--- src/rtl/count_sequencer.sv ---
// count_sequencer: prescaled up/down digit counter with run/hold FSM, manual step and load.
module count_sequencer #(
  parameter int DIV_BASE  = 1000,
  parameter int MAX_DIGIT = 9
) (
  input  logic       clk,
  input  logic       rst_n,
  input  logic       i_run,
  input  logic       i_dir,
  input  logic       i_step,
  input  logic       i_load,
  input  logic [3:0] i_load_val,
  input  logic [1:0] i_rate,
  output logic [3:0] o_digit,
  output logic       o_tick,
  output logic       o_wrap,
  output logic [1:0] o_state
);
  localparam logic [1:0]  IDLE = 2'b00;
  localparam logic [1:0]  RUN  = 2'b01;
  localparam logic [1:0]  HOLD = 2'b10;
  localparam logic [1:0]  BAD  = 2'b11;
  localparam logic [27:0] BASE = 28'(DIV_BASE);
  localparam logic [3:0]  MAXD = 4'(MAX_DIGIT);
  logic [1:0]  state_q, state_d;
  logic [27:0] presc_q, presc_d, term;
  logic [3:0]  digit_q, digit_d;
  logic        tick_q, tick_d, wrap_q, wrap_d, step_prev_q;
  logic        timed, manual, step, at_end;
  always_comb begin
    term    = (BASE << i_rate) - 28'd1;
    timed   = (state_q == RUN) && (presc_q >= term);
    manual  = ((state_q == IDLE) || (state_q == HOLD)) && i_step && !step_prev_q;
    step    = timed || manual;
    at_end  = i_dir ? (digit_q == MAXD) : (digit_q == 4'd0);
    state_d = (state_q == IDLE) ? (i_run ? RUN : IDLE) :
              (state_q == BAD)  ? IDLE : (i_run ? RUN : HOLD);
    presc_d = (state_q == RUN)  ? (timed ? 28'd0 : presc_q + 28'd1) :
              (state_q == HOLD) ? presc_q : 28'd0;
    digit_d = !step ? digit_q :
              at_end ? (i_dir ? 4'd0 : MAXD) :
              (i_dir ? digit_q + 4'd1 : digit_q - 4'd1);
    tick_d  = step;
    wrap_d  = step && at_end;
    // load wins over any step and leaves the FSM where it is
    if (i_load) begin
      digit_d = (i_load_val > MAXD) ? MAXD : i_load_val;
      presc_d = 28'd0;
      tick_d  = 1'b0;
      wrap_d  = 1'b0;
      state_d = (state_q == BAD) ? IDLE : state_q;
    end
  end
  always_ff @(posedge clk) begin
    if (!rst_n) begin
      state_q     <= IDLE;
      presc_q     <= 28'd0;
      digit_q     <= 4'd0;
      tick_q      <= 1'b0;
      wrap_q      <= 1'b0;
      step_prev_q <= 1'b0;
    end else begin
      state_q     <= state_d;
      presc_q     <= presc_d;
      digit_q     <= digit_d;
      tick_q      <= tick_d;
      wrap_q      <= wrap_d;
      step_prev_q <= i_step;
    end
  end
  assign o_digit = digit_q;
  assign o_tick  = tick_q;
  assign o_wrap  = wrap_q;
  assign o_state = state_q;
endmodule

--- config.mk ---
export PLATFORM = sky130hd
export DESIGN_NAME = count_sequencer
export DESIGN_NICKNAME = d
export VERILOG_FILES = /design/src/rtl/count_sequencer.sv
export SDC_FILE = /design/constraint.sdc
export NUM_CORES = 1
export LEC_CHECK = 0
export CAP_MARGIN = 20
export CORE_MARGIN = 2
export CORE_UTILIZATION = 59
export DETAILED_ROUTE_END_ITERATION = 8
export GPL_TIMING_DRIVEN = 0
export PLACE_DENSITY_LB_ADDON = 0.1
export SETUP_SLACK_MARGIN = 0.4
export SLEW_MARGIN = 20
export SYNTH_ARGS = -nofsm -noshare
export SYNTH_HDL_FRONTEND = slang
export SYNTH_SLANG_ARGS = --single-unit
--- constraint.sdc ---
create_clock -name clk -period 3.55 [get_ports clk]
set_clock_uncertainty 0.15 [all_clocks]
set_input_delay 0.71 -clock clk [delete_from_list [all_inputs] [get_ports clk]]
set_output_delay 0.71 -clock clk [all_outputs]
set_load 0.01 [all_outputs]
# Word-level counts from Yosys, hierarchy flattened
# Cells that the tools add are included.
# W data, S select, Z words.
[word_totals]
reg_bits = 37
word_cells = 47
output_inout_bits = 8
in_bits = 12
[op_classes]
n_addsub = 4
eq_ne = 6
bitwise_logic = 1
n_reduce_logical = 11
shifts = 1
magnitude_cmp = 2
mux = 16
[op_table]
columns = ["operator", "count"]
rows = [
  ["$mux W28", 3],
  ["$add A28 B1 Y28 const B", 1],
  ["$ge A28 B28 Y1", 1],
  ["$shl A10 B2 Y28 const A", 1],
  ["$sub A28 B1 Y28 const B", 1],
  ["$mux W4", 6],
  ["$mux W2", 5],
  ["$add A4 B1 Y4 const B", 1],
  ["$eq A2 B2 Y1 const B", 2],
  ["$eq A4 B4 Y1 const B", 1],
  ["$gt A4 B4 Y1 const B", 1],
  ["$logic_and A1 B1 Y1", 4],
  ["$logic_not A4 Y1", 1],
  ["$sub A4 B1 Y4 const B", 1],
  ["$eq A2 B1 Y1 const B", 1],
  ["$logic_not A2 Y1", 1],
  ["$logic_or A1 B1 Y1", 2],
  ["$mux W1", 2],
  ["$ne A2 B1 Y1 const B", 1],
  ["$ne A2 B2 Y1 const B", 1],
  ["$reduce_bool A2 Y1", 1],
  ["$reduce_or A2 Y1", 1],
  ["$logic_not A1 Y1", 1],
  ["$not A1 Y1", 1],
]

# Logic depth before layout (Yosys ltp)
[logic_depth]
depth_word = 7
depth_mapped = 12
mapped_depth_nobuf = 11

# Worst setup path before layout
# OpenSTA, ideal clock, no wires.
[synth_timing]
path_type = "input to register"
from = "input port i_rate[1]"
to = "register digit_q[2], in the netlist o_digit[2]"
stages = 12
path_buffers = 1
required_ns = 3.284
arrival_ns = 2.842
slack_ns = 0.442
setup_time_ns = 0.116
cell_sequence = "inv_1 > ha_1 > and3b_1 > ha_1 > nand4_1 > nor3_1 > a211oi_2 > a2111oi_4 > o21ai_2 > and2_4 > buf_6 > a41o_1"
[synth_via]
elab_chain_cells = 6
[synth_lines]
columns = ["element", "line_no", "text"]
rows = [
  ["start, declared", "13", "input logic [1:0] i_rate,"],
  ["$shl A10 B2 Y28", "31", "term = (BASE << i_rate) - 28'd1;"],
  ["$sub A28 B1 Y28", "31", ""],
  ["$ge A28 B28 Y1", "32", "timed = (state_q == RUN) && (presc_q >= term);"],
  ["$logic_and A1 B1 Y1", "32", ""],
  ["$logic_or A1 B1 Y1", "34", "step = timed || manual;"],
  ["$reduce_bool A2 Y1 (no source line)", "n/a", ""],
  ["end signal, assigned", "65", "digit_q <= digit_d;"],
  ["end, declared", "27", "logic [3:0] digit_q, digit_d;"],
]
# No other way between the ends.
# A chain may end at the register's enable or synchronous reset.

# Worst setup path after layout
[layout_timing]
from = "input port i_rate[1]"
to = "register presc_q[21]"
[layout_via]
elab_chain_cells = 6
[layout_lines]
columns = ["element", "line_no", "text"]
rows = [
  ["$shl A10 B2 Y28", "31", ""],
  ["$sub A28 B1 Y28", "31", ""],
  ["$ge A28 B28 Y1", "32", ""],
  ["$logic_and A1 B1 Y1", "32", ""],
  ["$mux W28 (2 in a row)", "38", "presc_d = (state_q == RUN) ? (timed ? 28'd0 : presc_q + 28'd1) :"],
  ["end signal, assigned", "64", "presc_q <= presc_d;"],
  ["end, declared", "26", "logic [27:0] presc_q, presc_d, term;"],
]
# No other way between the ends.

==> results.md <==
- Status: finished, final reports clean
- Die ar.: 4940 um^2
- Total negative slack: 0 ns
- Share of cells above drive strength 1: 12.0%
- CP Launch Point: i_rate[1]
- Reg2reg start: presc_q[13]
- Clock sink total: 37
- Ports: 20
- Worst-path clk slew: 0.07 ns
- Critical Path RT: 3.63 ns
- Int Power: 661 uW
- H-tree lvl count: 2
- Final hold vios: 0
- Cts-stage hold buffer count: 0
- Clock tree buffer depth: 2
- Seq/Total Area, Yosys: 28.5%
- Number of global-route vias before repair: 2233
- Hold/Removal Path Class: flip-flop to flip-flop
- First-pass GRT wire length: 10.3 mm
- Core area: 4290 um^2
- Vias: 2432
- Maximum clock frequency: 329 MHz
- Num rows: 24
- Drt wl/cell: 14.4 um
- Max-cap violation count: 0
- Initial Util: 60.4%
- Worst-Margin Slew: 0.614 ns
- Flop2flop setup slack: 0.82 ns
- Startpoint types: primary input
- Grt total ovfl: 0
- Synth cell types: 52
- RSZ-0062 raised after global routing: false
- Synth Flop Type: dfxtp_1
- Largest area contributor in the netlist: dfxtp_1
- Area Growth Syn to Fin: 21.2%
- N_diodes: 0
- Critical path class: primary input to flip-flop
- Gpl congestion: 0.825
- Number of synthesized flops with an enable pin: 0
- CP Max Fanout: 6
- Count leader, synth: nand2_1
- DRC Markers: 0
- Synth Cell Area: 2590 um^2
- PwrDens: 281 nW/um^2
- Vias/cell: 5.82
- Initial antenna violation count: 0
- Final Util: 73.3%
- Sw frac: 25.2%
- Fin crit period: 3.04 ns
- Worst EP arrival: 3.12 ns
- DIE WIDTH: 70.3 um
- Flop pwr share: 48.9%
- Die H: 70.3 um
- TritonCTS clock tree: done
- Dpl hpwl: 4.38 mm
- Total Nets Final: 410
- Buffers on Ports: 18
- Synth top area cells: dfxtp_1 29%, ha_1 15%, nand2_1 5.5%
- Final setup vio count: 0
- HP Start: presc_q[27]
- Peak VDD IR: 0.175 mV
- Post-route antenna net violation count: 0
- DRT Pass-1 Iters: 4
- Total track usage: 26.0%
- Max-slew violation count: 0
- Syn Area/Cell: 8.11 um^2
- Combinational share of power: 14.6%
- Leakage: 1.23 nW
- Clk pwr share: 36.4%
- Total CTS buffers: 5
- Syn Inst Count: 320
- Ys async rst share: 0%
- Worst-Skew Late Latency: 0.29 ns
- Leading cell types by count after synthesis: 38 x nand2_1, 37 x dfxtp_1, 32 x ha_1
- Fin crit share: 85.6%
- Initial DRC count: 147
- Total Power: 884 uW
- Worst slew margin: 58.5%
- # fillers: 342
- Drt total wl: 6.03 mm
- Placed cell areas: 2890 um^2
- Synthesis Warnings: 0
- Final instance area: 3150 um^2
- Psw: 223 uW
- Top cell type's share of synthesized area: 28.5%
- Synthesized flop and latch total: 37
- CP Capture Type: flip-flop
- Largest net degree at the start of global routing: 12
- Root buffer cell: clkbuf_8
## cell type report
| type | count | area [um^2] | area share, % |
|---|---|---|---|
| buffer | 9 | 58.8 | 1.87 |
| clock buffer | 7 | 96.3 | 3.06 |
| clock inverter | 1 | 5.00 | 0.159 |
| inverter | 13 | 51.3 | 1.63 |
| multi-input combinational | 275 | 1870 | 59.5 |
| sequential | 37 | 741 | 23.5 |
| tap | 52 | 65.1 | 2.07 |
| timing repair buffer | 24 | 256 | 8.15 |
## routing by layer
layer | vias to the layer above | track usage (%) | share of wire (%)
met1 | 1123 | 35.3 | 46
li1 | 1250 | - | -
met5 | - | 0 | 0
met2 | 48 | 41.6 | 47
met3 | 11 | 3.61 | 4.5
met4 | 0 | 10.5 | 1.7
## sequential cells by signal, summed over array words and instances, names as in the netlist
signal	count
o_state	2
step_prev_q	1
presc_q	28
o_tick	1
o_wrap	1
o_digit	4
## worst paths after layout
check / endpoint / cells past startpoint
max: presc_q[21] / 12
min: presc_q[27] / 1
max reg2reg: presc_q[21] / 8
min reg2reg: presc_q[27] / 1
## power by group through the flow
stage          registers (mW)  clock network, mW  logic (mW)
6_report                0.432              0.322       0.129
5_1_grt                 0.434              0.342       0.145
4_1_cts                 0.432              0.326       0.128
2_1_floorplan           0.442                  0      0.0742
3_5_place_dp            0.442                  0       0.118
3_3_place_gp            0.442                  0       0.115
## worst max-delay path, stage by stage
cell and delay [ns]:
buf_4 0.14, inv_4 0.07, ha_4 0.13, and3b_1 0.18, ha_1 0.17, a31o_2 0.23
a211oi_2 0.28, a2111oi_4 0.10, buf_4 0.17, or4_4 0.49, or3_1 0.36, o21ai_1 0.08
## timing repair
action	4_1_cts	5_1_grt
resized for setup	29	3
setup buffers	4	1
setup endpoints to repair	34	12
cloned	1	0
pin swaps	7	3
## placed cells by master, fill, tap and decap left out, types with 3 or more instances in the layout
master and n:
a211oi_2 5, a21oi_1 27, a31oi_1 14, and2_1 3, and3_1 3, buf_4 6, clkbuf_1 4, clkbuf_8 7
clkdlybuf4s50_1 16, conb_1 15, dfxtp_1 37, ha_1 30, inv_1 11, nand2_1 38, nand2b_1 4, nand3_1 18
nand4_1 7, nor2_1 21, nor2b_1 4, nor3_1 4, nor3_2 3, o21a_1 3, o21ai_0 20, o21ai_1 3
o21bai_1 3, or3_1 5, xnor2_1 4, xor2_1 8
## cells by family after synthesis
family	synth area share, %
xor gates and xnor gates	4.05
DFF	28.5
and+or+nand+nor	24.2
other	0.145
buffers and inverters	3.57
adders and majority gates	16.2
AOI/OAI and AO/OA	23.3
## stage by stage
stage | setup slack [ns] | hold WS [ns] | cells
2_1_floorplan | 0.442 | 0.293 | 334
3_3_place_gp | -0.583 | 0.334 | 404
3_5_place_dp | -0.636 | 0.319 | 404
4_1_cts | 0.403 | 0.350 | 417
5_1_grt | 0.404 | 0.362 | 418
6_report | 0.511 | 0.348 | 418
Note: power is estimated with default switching activity, not from simulation.
